<file path="src/rtl/chat_buffer_if.sv">
// rtl/chat_buffer_if.sv - push/pop byte handshake bundle for the chat buffer controller
interface chat_buffer_if #(
  parameter int DATA_W = 8
) ();
  logic              push_valid;
  logic [DATA_W-1:0] push_data;
  logic              push_ready;
  logic              pop_valid;
  logic [DATA_W-1:0] pop_data;
  logic              pop_ready;

  modport master (
    output push_valid, push_data, pop_ready,
    input  push_ready, pop_valid, pop_data
  );

  modport slave (
    input  push_valid, push_data, pop_ready,
    output push_ready, pop_valid, pop_data
  );
endinterface

</file>
<file path="src/rtl/chat_buffer_ctrl.sv">
// rtl/chat_buffer_ctrl.sv - ring-buffer controller for the chat message RAM
// Pointers/occupancy plus a read sequencer that stages the oldest byte in a held output register.
module chat_buffer_ctrl #(
  parameter int DATA_W = 8,
  parameter int ADDR_W = 10
) (
  input  logic              clk,
  input  logic              rst,
  chat_buffer_if.slave      bus,
  input  logic              flush_i,
  output logic [ADDR_W:0]   level_o,
  output logic              full_o,
  output logic              empty_o,
  output logic              overflow_o,
  output logic              ram_we_o,
  output logic [DATA_W-1:0] ram_wdata_o,
  output logic [ADDR_W-1:0] ram_waddr_o,
  output logic [ADDR_W-1:0] ram_raddr_o,
  input  logic [DATA_W-1:0] ram_rdata_i
);
  localparam int DEPTH = 1 << ADDR_W;

  typedef enum logic [1:0] {S_IDLE, S_WAIT, S_HOLD} state_e;

  state_e            state_q, state_d;
  logic [ADDR_W-1:0] wr_ptr_q, rd_ptr_q;
  logic [ADDR_W:0]   count_q, count_d;
  logic [DATA_W-1:0] pop_data_q;
  logic              overflow_q;
  logic              issue, push_acc, full;

  always_ff @(posedge clk or posedge rst) begin
    if (rst) state_q <= S_IDLE;
    else     state_q <= state_d;
  end

  always_comb begin
    state_d = state_q;
    if (flush_i) begin
      state_d = S_IDLE;
    end else begin
      case (state_q)
        S_IDLE:  if (issue) state_d = S_WAIT;
        S_WAIT:  state_d = S_HOLD;
        S_HOLD:  if (bus.pop_ready) state_d = issue ? S_WAIT : S_IDLE;
        default: state_d = S_IDLE;
      endcase
    end
  end

  // Issue only looks at the committed count, so a read never hits the slot being written now.
  always_comb begin
    issue = 1'b0;
    if (!flush_i && count_q != '0) begin
      case (state_q)
        S_IDLE:  issue = 1'b1;
        S_HOLD:  issue = bus.pop_ready;
        default: issue = 1'b0;
      endcase
    end
  end

  assign full           = (count_q == (ADDR_W+1)'(DEPTH));
  assign bus.push_ready = !full && !flush_i;
  assign push_acc       = bus.push_valid && bus.push_ready;
  assign bus.pop_valid  = (state_q == S_HOLD);
  assign bus.pop_data   = pop_data_q;
  assign count_d        = count_q + (ADDR_W+1)'(push_acc) - (ADDR_W+1)'(issue);

  assign ram_we_o    = push_acc;
  assign ram_wdata_o = bus.push_data;
  assign ram_waddr_o = wr_ptr_q;
  assign ram_raddr_o = rd_ptr_q;

  assign level_o    = count_q + (ADDR_W+1)'(state_q != S_IDLE);
  assign full_o     = full;
  assign empty_o    = (level_o == '0);
  assign overflow_o = overflow_q;

  always_ff @(posedge clk or posedge rst) begin
    if (rst) begin
      wr_ptr_q   <= '0;
      rd_ptr_q   <= '0;
      count_q    <= '0;
      pop_data_q <= '0;
      overflow_q <= 1'b0;
    end else if (flush_i) begin
      wr_ptr_q   <= '0;
      rd_ptr_q   <= '0;
      count_q    <= '0;
      overflow_q <= 1'b0;
    end else begin
      if (push_acc) wr_ptr_q <= wr_ptr_q + 1'b1;
      if (issue)    rd_ptr_q <= rd_ptr_q + 1'b1;
      count_q <= count_d;
      if (state_q == S_WAIT) pop_data_q <= ram_rdata_i;
      if (bus.push_valid && full) overflow_q <= 1'b1;
    end
  end
endmodule

</file>
<file path="src/flat_wrapper.sv">
// flat-port wrapper written by rule: the top's interface ports become plain ports
module chat_buffer_ctrl_flat 
#(
  parameter int DATA_W = 8,
  parameter int ADDR_W = 10
)
  (clk, rst, flush_i, level_o, full_o, empty_o, overflow_o, ram_we_o, ram_wdata_o, ram_waddr_o, ram_raddr_o, ram_rdata_i, bus_push_valid, bus_push_data, bus_pop_ready, bus_push_ready, bus_pop_valid, bus_pop_data);
  chat_buffer_if #(.DATA_W(DATA_W)) bus_i ();
  input  logic clk;
  input  logic rst;
  input  logic flush_i;
  output logic [ADDR_W:0] level_o;
  output logic full_o;
  output logic empty_o;
  output logic overflow_o;
  output logic ram_we_o;
  output logic [DATA_W-1:0] ram_wdata_o;
  output logic [ADDR_W-1:0] ram_waddr_o;
  output logic [ADDR_W-1:0] ram_raddr_o;
  input  logic [DATA_W-1:0] ram_rdata_i;
  input wire logic [$bits(bus_i.push_valid)-1:0] bus_push_valid;
  input wire logic [$bits(bus_i.push_data)-1:0] bus_push_data;
  input wire logic [$bits(bus_i.pop_ready)-1:0] bus_pop_ready;
  output wire logic [$bits(bus_i.push_ready)-1:0] bus_push_ready;
  output wire logic [$bits(bus_i.pop_valid)-1:0] bus_pop_valid;
  output wire logic [$bits(bus_i.pop_data)-1:0] bus_pop_data;
  assign bus_i.push_valid = bus_push_valid;
  assign bus_i.push_data = bus_push_data;
  assign bus_i.pop_ready = bus_pop_ready;
  assign bus_push_ready = bus_i.push_ready;
  assign bus_pop_valid = bus_i.pop_valid;
  assign bus_pop_data = bus_i.pop_data;
  chat_buffer_ctrl #(.DATA_W(DATA_W), .ADDR_W(ADDR_W)) u_core (.clk(clk), .rst(rst), .bus(bus_i), .flush_i(flush_i), .level_o(level_o), .full_o(full_o), .empty_o(empty_o), .overflow_o(overflow_o), .ram_we_o(ram_we_o), .ram_wdata_o(ram_wdata_o), .ram_waddr_o(ram_waddr_o), .ram_raddr_o(ram_raddr_o), .ram_rdata_i(ram_rdata_i));
endmodule
</file>
<file path="config.mk">
export PLATFORM = sky130hd
export DESIGN_NAME = chat_buffer_ctrl_flat
export DESIGN_NICKNAME = d
export VERILOG_FILES = /design/src/rtl/chat_buffer_if.sv /design/src/rtl/chat_buffer_ctrl.sv /design/src/flat_wrapper.sv
export SDC_FILE = /design/constraint.sdc
export NUM_CORES = 1
export LEC_CHECK = 0
export CORE_MARGIN = 2
export CORE_UTILIZATION = 25
export DETAILED_ROUTE_END_ITERATION = 7
export HOLD_SLACK_MARGIN = 0.05
export MAX_ROUTING_LAYER = met4
export SYNTH_ARGS = -nofsm -noshare
export SYNTH_HDL_FRONTEND = slang
export SYNTH_SLANG_ARGS = --single-unit
</file>
<file path="constraint.sdc">
create_clock -name clk -period 10.07 [get_ports clk]
set_input_delay 1.5105 -clock clk [delete_from_list [all_inputs] [get_ports clk]]
set_output_delay 1.5105 -clock clk [all_outputs]
set_load 0.01 [all_outputs]
</file>
# After elaboration in Yosys (flattened, before gate mapping)
# Index checks and enable logic that the tools add are counted.
[classes]
addsub = 5
eq_ne = 5
mux = 14
n_bitwise = 1
n_reduce_logical = 15
[op_table]
columns = ["op", "count"]
rows = [
  ["2-to-1 mux 10 bit", 4],
  ["adder 11 x 1 -> 11 bit", 2],
  ["adder 10 x 1 -> 10 bit, second input constant", 2],
  ["== test 11 bit, second input constant", 1],
  ["zero test 11 bit", 1],
  ["2-to-1 mux 11 bit", 1],
  ["nonzero test 11 bit", 1],
  ["subtractor 11 x 1 -> 11 bit", 1],
  ["nonzero test 2 bit", 4],
  ["2-to-1 mux 2 bit", 3],
  ["one-hot mux 2 bit (3 select lines)", 1],
  ["logical AND 1 bit", 4],
  ["2-to-1 mux 1 bit", 4],
  ["AND reduction 2 bit", 2],
  ["inequality test 3 x 2 -> 1 bit, second input constant", 1],
  ["inequality test 3 bit, second input constant", 1],
  ["== test 2 x 1 -> 1 bit, second input constant", 1],
  ["== test 2 bit, second input constant", 1],
  ["zero test 1 bit", 2],
  ["zero test 2 bit", 1],
  ["one-hot mux 1 bit (2 select lines)", 1],
  ["NOT 1 bit", 1],
]
[totals]
regBits = 42
input_bits = 21
out_inout_bits = 53
elab_cells = 46

# Depth between registers and ports, before layout
# Gate-level depths: netlist of run 1.
[logic_depth]
word_depth = 7
depth_mapped = 16
ltp_nobuf = 15

# Least setup slack after synthesis of run 1
# OpenSTA, ideal clock, no wires.
[synth_path]
kind = "input port to flip-flop"
from = "in flush_i"
to = "reg u_core.count_q[8]"
setup_time_ns = 0.128
t_arrival_ns = 3.782
t_required_ns = 9.942
slack_ns = 6.160
stages = 12
path_buffers = 1
cell_sequence = "clkbuf_1 > nor2_1 > and2_1 > xnor2_1 > ha_1 > inv_1 > fa_1 > nand2b_1 > a221o_1 > nand2_1 > a21boi_1 > mux2_1"
[synth_between]
elab_chain_cells = 6
[synth_rtl]
columns = ["item", "line", "source"]
rows = [
  ["start: declaration", "flat_wrapper.sv:11", "input logic flush_i;"],
  ["zero test 1 bit", "chat_buffer_ctrl.sv:64", "assign bus.push_ready = !full && !flush_i;"],
  ["logical AND 1 bit", "chat_buffer_ctrl.sv:64", ""],
  ["via bus_push_ready", "flat_wrapper.sv:24", "output wire logic [$bits(bus_i.push_ready)-1:0] bus_push_ready;"],
  ["logical AND 1 bit", "chat_buffer_ctrl.sv:65", "assign push_acc = bus.push_valid && bus.push_ready;"],
  ["via ram_we_o", "flat_wrapper.sv:16", "output logic ram_we_o;"],
  ["adder 11 x 1 -> 11 bit", "chat_buffer_ctrl.sv:68", "assign count_d = count_q + (ADDR_W+1)'(push_acc) - (ADDR_W+1)'(issue);"],
  ["subtractor 11 x 1 -> 11 bit", "chat_buffer_ctrl.sv:68", ""],
  ["2-to-1 mux 11 bit", "chat_buffer_ctrl.sv:87", "end else if (flush_i) begin"],
  ["end signal: assignment", "chat_buffer_ctrl.sv:95", "count_q <= count_d;"],
  ["end: declaration", "chat_buffer_ctrl.sv:27", "logic [ADDR_W:0] count_q, count_d;"],
]
# The timed path passes the listed nets, and every way through them passes these cells.
# A chain may end at the register's enable or synchronous reset.

# Worst setup path after layout of run 1
[layout_path]
from = "in flush_i"
to = "out ram_we_o"
[layout_between]
elab_chain_cells = 3
[layout_rtl]
columns = ["item", "line"]
rows = [
  ["zero test 1 bit", "chat_buffer_ctrl.sv:64"],
  ["logical AND 1 bit", "chat_buffer_ctrl.sv:64"],
  ["logical AND 1 bit", "chat_buffer_ctrl.sv:65"],
  ["end: declaration", "flat_wrapper.sv:16"],
]
# No other way between the ends.

==> impl_metrics.tcl, run 1 <==
set metrics [dict create \
    run_status "finished clean" \
    synthCells 288 \
    post_dp_cell_area_um2 3410 \
    cts_resized 0 \
    drc_errors 0 \
    relSlewSlack 0.591 \
    clock-root-buffer "clkbuf_8" \
    setup_viol 0 \
    ant_nets 0 \
    grt_pass1_wl_um 10300 \
    hold_viol 0 \
    yosysWarningCount 0 \
    layout_min_cycle_time_ns 4.67 \
    ys_seq_area_frac 0.385 \
    cts_max_level 2 \
    fin_skew_ns 0.00440 \
    final_nets 388 \
    vias_per_cell 4.54 \
    cp_common_cell "clkdlybuf4s50_1" \
    grt_max_degree 43 \
    port-buffer-count 57 \
    slew_viol_final 0 \
    avgSynthCellArea_um2 9.48 \
    drive_above_1_share 0.0674 \
    final_area_um2 3540 \
    cts_max_path_buffers 2 \
    firstDrtPassIters 4 \
    synth_edf_count 0 \
    fill_cells 1122 \
    cp_max_fo 38 \
    insertion_delay_ns 0.30 \
    ys_top_cells_by_area "dfrtp_1 (38%), ha_1 (12%), xnor2_1 (6.1%), nor2_1 (4.7%), mux2_2 (3.7%)" \
    synth_nets 336 \
    cts_inserted_buffers 5 \
    grt_antenna_before_repair 0 \
    ys_types 43 \
    gp_congestion 0.796 \
    fp-row-count 38 \
    grt_use_total 0.115 \
    hold_buffers 0 \
    vdd_drop_max_mv 0.0942 \
    synth_top_area_share 0.385 \
    critPathKind "primary input to output pin" \
    crit_family "buffers and inverters" \
    clk_pin_slew_worst_paths_ns 0.09 \
    synth_ff_type "dfrtp_1" \
    whs_ns 0.501 \
    cp_cell_sequence "clkdlybuf4s50_1 -> buf_4 -> nor2_1 -> and2_1 -> clkdlybuf4s50_1" \
    die_w_um 109 \
    grt_pass1_vias 2104 \
    die_h_um 109 \
    cts_sinks 42 \
    post_cts_buffers 0 \
    grt_setup_unrepaired "no" \
    start_kind "primary input" \
    ys_async_sr_fraction 1.00 \
    area_growth_pct 29.8 \
    tns_ns 0 \
    start_util 0.254 \
    path_buf_inv 3 \
    worst_path_max_delay_cell "clkdlybuf4s50_1" \
    dp_hpwl_um 4620 \
    cpPeakStageDelay_ns 0.50 \
    maxCapViolations 0 \
    cts_tree "done" \
    grt.overflow.total 0 \
    power_leakage_uw 0.00153 \
    fmax_mhz 214 \
    power_density_nw_per_um2 254 \
    num_vias 2185 \
    layout_commonest_cell "clkdlybuf4s50_1" \
    wl_per_cell_um 12.9 \
    synth.largest_area_cell "dfrtp_1" \
    tightest_slew_ns 0.611 \
    worstPathRequired_ns 8.56 \
    synth_area_um2 2730 \
    cp.arrival_ns 3.16 \
    dieArea_um2 11800 \
    dr.first_iter.drc_count 88 \
    finalCritPeriodShare 0.464 \
    worstHoldPathType "flip-flop to flip-flop" \
    crit_path_end_kind "output pin" \
    final_cell_mix "clkdlybuf4s50_1 (57), dfrtp_1 (42), nor2_1 (34)" \
    io_pins 74 \
    ys_ff_latch 42 \
    core_um2 10700 \
    diodes 0 \
    routed_wl_um 6230 \
]
==> area by class of cell <==
type                       instances  area [µm²]  share of cell area
tap                              140         175              0.0494
multi-input combinational        212        1520               0.429
clock buffer                       5        68.8              0.0194
sequential                        42        1050               0.297
inverter                          20        75.1              0.0212
timing repair buffer              59         586               0.165
clock inverter                     3        68.8              0.0194
==> per-layer routing <==
layer  up-vias  share of wire  GRT usage
met3        14          0.055     0.0301
met1      1043           0.48      0.147
met5         -              0          -
met2        57           0.45      0.176
li1       1071              -          -
met4         0          0.017     0.0357
==> power by group <==
| part | switching [µW] | internal [µW] |
|---|---|---|
| Clock | 62.6 | 99.4 |
| Sequential | 53.7 | 211 |
| Combinational | 232 | 242 |
==> synth_stat cells, types with 2 or more instances <==
cell type  count
nand4_1        8
clkbuf_1       4
nand3_1        2
a21oi_1        9
a31oi_1        4
dfrtp_1       42
nand2_1       20
nand2b_1      11
nor2_1        34
mux2_2         9
buf_2          2
buf_4          8
mux2i_1        3
and4b_1        2
o21bai_1       2
inv_1         19
nor3_1         8
nor2b_1        8
xnor2_1       19
o22ai_1        2
xor2_1         7
ha_1          26
nand4b_1       2
o31ai_1        4
and2_1         2
and3_1         4
o21ai_0       11
==> worst register-to-register path, delay by kind of cell (launching register included) <==
family	cells	cell delay, ns
simple gates	6	1.17
fa+ha+maj	3	0.81
flops	1	0.52
compound gates	2	0.40
mux	1	0.30
buf+inv	2	0.16
xor+xnor	1	0.15
==> registers in the layout, indices dropped and copies added (netlist names) <==
register             count
u_core.bus.pop_data      8
u_core.count_q          11
u_core.overflow_o        1
u_core.ram_raddr_o      10
u_core.ram_waddr_o      10
u_core.state_q           2
==> path summary, 6_finish.rpt <==
kind                                        from                     end  slack [ns]  cells after the start
setup / recovery                         flush_i                ram_we_o        5.40                      5
hold / removal             u_core.ram_raddr_o[9]   u_core.ram_raddr_o[9]        0.50                      1
setup reg to reg               u_core.count_q[4]       u_core.count_q[8]        6.45                     15
hold reg to reg            u_core.ram_raddr_o[9]   u_core.ram_raddr_o[9]        0.50                      1
max in group asynchronous                    rst       u_core.count_q[0]        8.04                      3
min in group asynchronous                    rst  u_core.bus.pop_data[1]        1.67                      3
==> cell families (layout without fill, tap and decap cells) <==
| family | count (synthesis) | after routing | synth area share |
|---|---|---|---|
| xor gates and xnor gates | 26 | 26 | 0.0834 |
| adders and majority gates | 27 | 27 | 0.126 |
| and+or+nand+nor | 108 | 108 | 0.200 |
| AOI/OAI and AO/OA | 38 | 38 | 0.0939 |
| muxes | 13 | 13 | 0.0522 |
| buffers and inverters | 34 | 87 | 0.0587 |
| DFF | 42 | 42 | 0.385 |
==> per-stage QoR <==
step | setup WS [ns] | instances | util | total power [µW]
global placement | 5.41 | 473 | 0.317 | 736
floorplan | 6.16 | 288 | - | 579
global route | 5.28 | 481 | 0.330 | 979
CTS | 5.39 | 481 | 0.330 | 913
finish | 5.40 | 481 | 0.330 | 901
detailed placement | 5.40 | 473 | 0.317 | 742
No activity file was read; power rests on OpenSTA's default activity.
==> run 2, diff against run 1 <==
==> constraint.sdc (replaced) <==
create_clock -name clk -period 4.25 [get_ports clk]
set_input_delay 0.6375 -clock clk [delete_from_list [all_inputs] [get_ports clk]]
set_output_delay 0.6375 -clock clk [all_outputs]
set_load 0.01 [all_outputs]
==> run 2 against run 1 <==
Total power is 120% higher. Sequential share of layout area rose by 0.44 points. Critical endpoint is now u_core.count_q[8]. Final cell count stayed put. Hold slack worse by 0.010 ns. Non-clock buffer count increased by 1. Global-route usage shrank 0.13 points. Via count is 1.7% lower. Die area stayed put. Final area shrank 1.4%. Largest power group unchanged. Sequential cell count unchanged. Core utilization down 0.48 points. Combinational power is 140% higher.
==> impl_metrics.tcl, run 2 (synthesis gave the netlist of run 1 again) <==
set metrics [dict create \
    maxCapViolations 0 \
    gp_congestion 0.830 \
    p_switching_uw 811 \
    worst-r2r-setup-slack_ns 0.64 \
    die_h_um 109 \
    tightest_slew_ns 1.05 \
    pwr-share-comb 0.566 \
    slew_viol_final 0 \
    io_pins 74 \
    worstHoldPathType "flip-flop to flip-flop" \
    finalPower_uw 2000 \
    cts_inserted_buffers 5 \
    intPower_uw 1180 \
    layout_min_cycle_time_ns 3.61 \
    top_register "u_core.count_q" \
    grt_pass1_wl_um 10300 \
    grt.overflow.total 0 \
    post_cts_buffers 0 \
    core_um2 10700 \
    hold_viol 0 \
    power_frac_seq 0.311 \
    relSlewSlack 0.300 \
    grt_use_total 0.113 \
    grt_pass1_vias 2198 \
    vias_per_cell 4.46 \
    dp_hpwl_um 4760 \
    fin_skew_ns 0.0112 \
    cts_tree "done" \
    num_vias 2147 \
    switching_share 0.407 \
    area_growth_pct 27.9 \
    cp.arrival_ns 3.79 \
    dr.first_iter.drc_count 79 \
    wl_per_cell_um 13.0 \
    drc_errors 0 \
    holdCritStartpoint "u_core.ram_raddr_o[9]" \
    cts_max_level 2 \
    crit_path_end_kind "flip-flop" \
    timing.final.ws_setup_ns 0.642 \
    fmax_mhz 277 \
    critPathKind "flip-flop to flip-flop" \
    ant_nets 0 \
    grt_setup_unrepaired "no" \
    worstHoldPathCells 1 \
    hold_buffers 0 \
    routed_wl_um 6250 \
    final_nets 389 \
    place_ws_ns 0.662 \
    run_status "finished clean" \
    grt_antenna_before_repair 0 \
    drive_above_1_share 0.0674 \
    power_leakage_uw 0.00151 \
    worstPathRequired_ns 4.43 \
    power_density_nw_per_um2 572 \
    post_dp_cell_area_um2 3410 \
    placed_cells 474 \
    grt_max_degree 28 \
    reg2reg_to "u_core.count_q[8]" \
    clk_pin_slew_worst_paths_ns 0.08 \
    largest_register_ffs 11 \
    cts_resized 0 \
    reg2regPathDepth 15 \
    cts_max_path_buffers 2 \
    hold_end "u_core.ram_raddr_o[9]" \
    start_util 0.254 \
    layout.cells.non_filler 481 \
    layout_commonest_cell "clkdlybuf4s50_1" \
    cts_sinks 42 \
    regToRegStartpoint "u_core.count_q[8]" \
    port-buffer-count 57 \
    die_w_um 109 \
    final_area_um2 3490 \
    insertion_delay_ns 0.29 \
    dieArea_um2 11800 \
    final_cell_mix "clkdlybuf4s50_1 (57), dfrtp_1 (42), nor2_1 (34)" \
    start_kind "flip-flop" \
    clkPwrFrac 0.124 \
    vdd_drop_max_mv 0.208 \
    fill_cells 1130 \
    firstDrtPassIters 4 \
    tns_ns 0 \
    cp_max_fo 10 \
    diodes 0 \
    finalCritPeriodShare 0.849 \
    fp-row-count 38 \
    setup_viol 0 \
    clock-root-buffer "clkbuf_8" \
]
==> run 2: cell types whose count changed in the layout (fill, tap and decap cells not counted), sizes merged <==
cell / previous run / this run
bufinv: 2 / 0
clkinv: 1 / 2
buf: 2 / 3
==> run 2: how the worst max path moves through the flow <==
stage	start	end	slack [ns]	cells after the start
final	u_core.count_q[8]	u_core.count_q[8]	0.64	15
after global routing	u_core.count_q[8]	u_core.count_q[8]	0.37	15
after CTS	u_core.count_q[8]	u_core.count_q[8]	0.64	15
after detailed placement	u_core.count_q[8]	u_core.count_q[8]	0.66	15
after global placement	u_core.count_q[8]	u_core.count_q[8]	0.80	15
after floorplan	u_core.count_q[8]	u_core.count_q[8]	0.78	16
==> run 2: per-layer routing <==
layer | global-route usage | routed length [µm] | vias to the layer above
met3 | 0.0289 | 354 | 12
met2 | 0.177 | 2790 | 54
met4 | 0.0293 | 75 | 0
li1 | - | - | 1069
met1 | 0.146 | 3030 | 1012
met5 | - | 0 | -
==> run 2: through the flow <==
step / hold slack (ns) / utilization
finish: 0.491 / 0.325
global placement: 0.475 / 0.318
global route: 0.508 / 0.325
detailed placement: 0.491 / 0.318
CTS: 0.502 / 0.325
floorplan: 0.509 / -
==> run 2: final cells by class <==
class / instances / area (µm²) / area share
clock buffer: 5 / 68.8 / 0.0197
clock inverter: 2 / 10.0 / 0.00287
inverter: 20 / 75.1 / 0.0215
multi-input combinational: 212 / 1520 / 0.435
sequential: 42 / 1050 / 0.301
tap: 140 / 175 / 0.0502
timing repair buffer: 60 / 593 / 0.170
==> run 2: critical path: stages (launching register included) <==
cell	delay [ns]
dfrtp_1	0.45
inv_1	0.15
ha_1	0.20
and4b_1	0.22
and3_1	0.38
nor2_1	0.10
and2_1	0.22
xnor2_1	0.16
ha_1	0.19
inv_1	0.05
fa_1	0.39
nand2b_1	0.16
a221o_1	0.31
nand2_1	0.11
a21boi_1	0.08
mux2_1	0.32
==> run 2: power groups by stage <==
stage | sequential [µW] | combinational, µW | clock, µW
after global placement | 625 | 1130 | 0
after CTS | 622 | 1140 | 263
after global routing | 639 | 1270 | 279
after floorplan | 619 | 752 | 0
after detailed placement | 631 | 1130 | 0
final | 620 | 1130 | 247
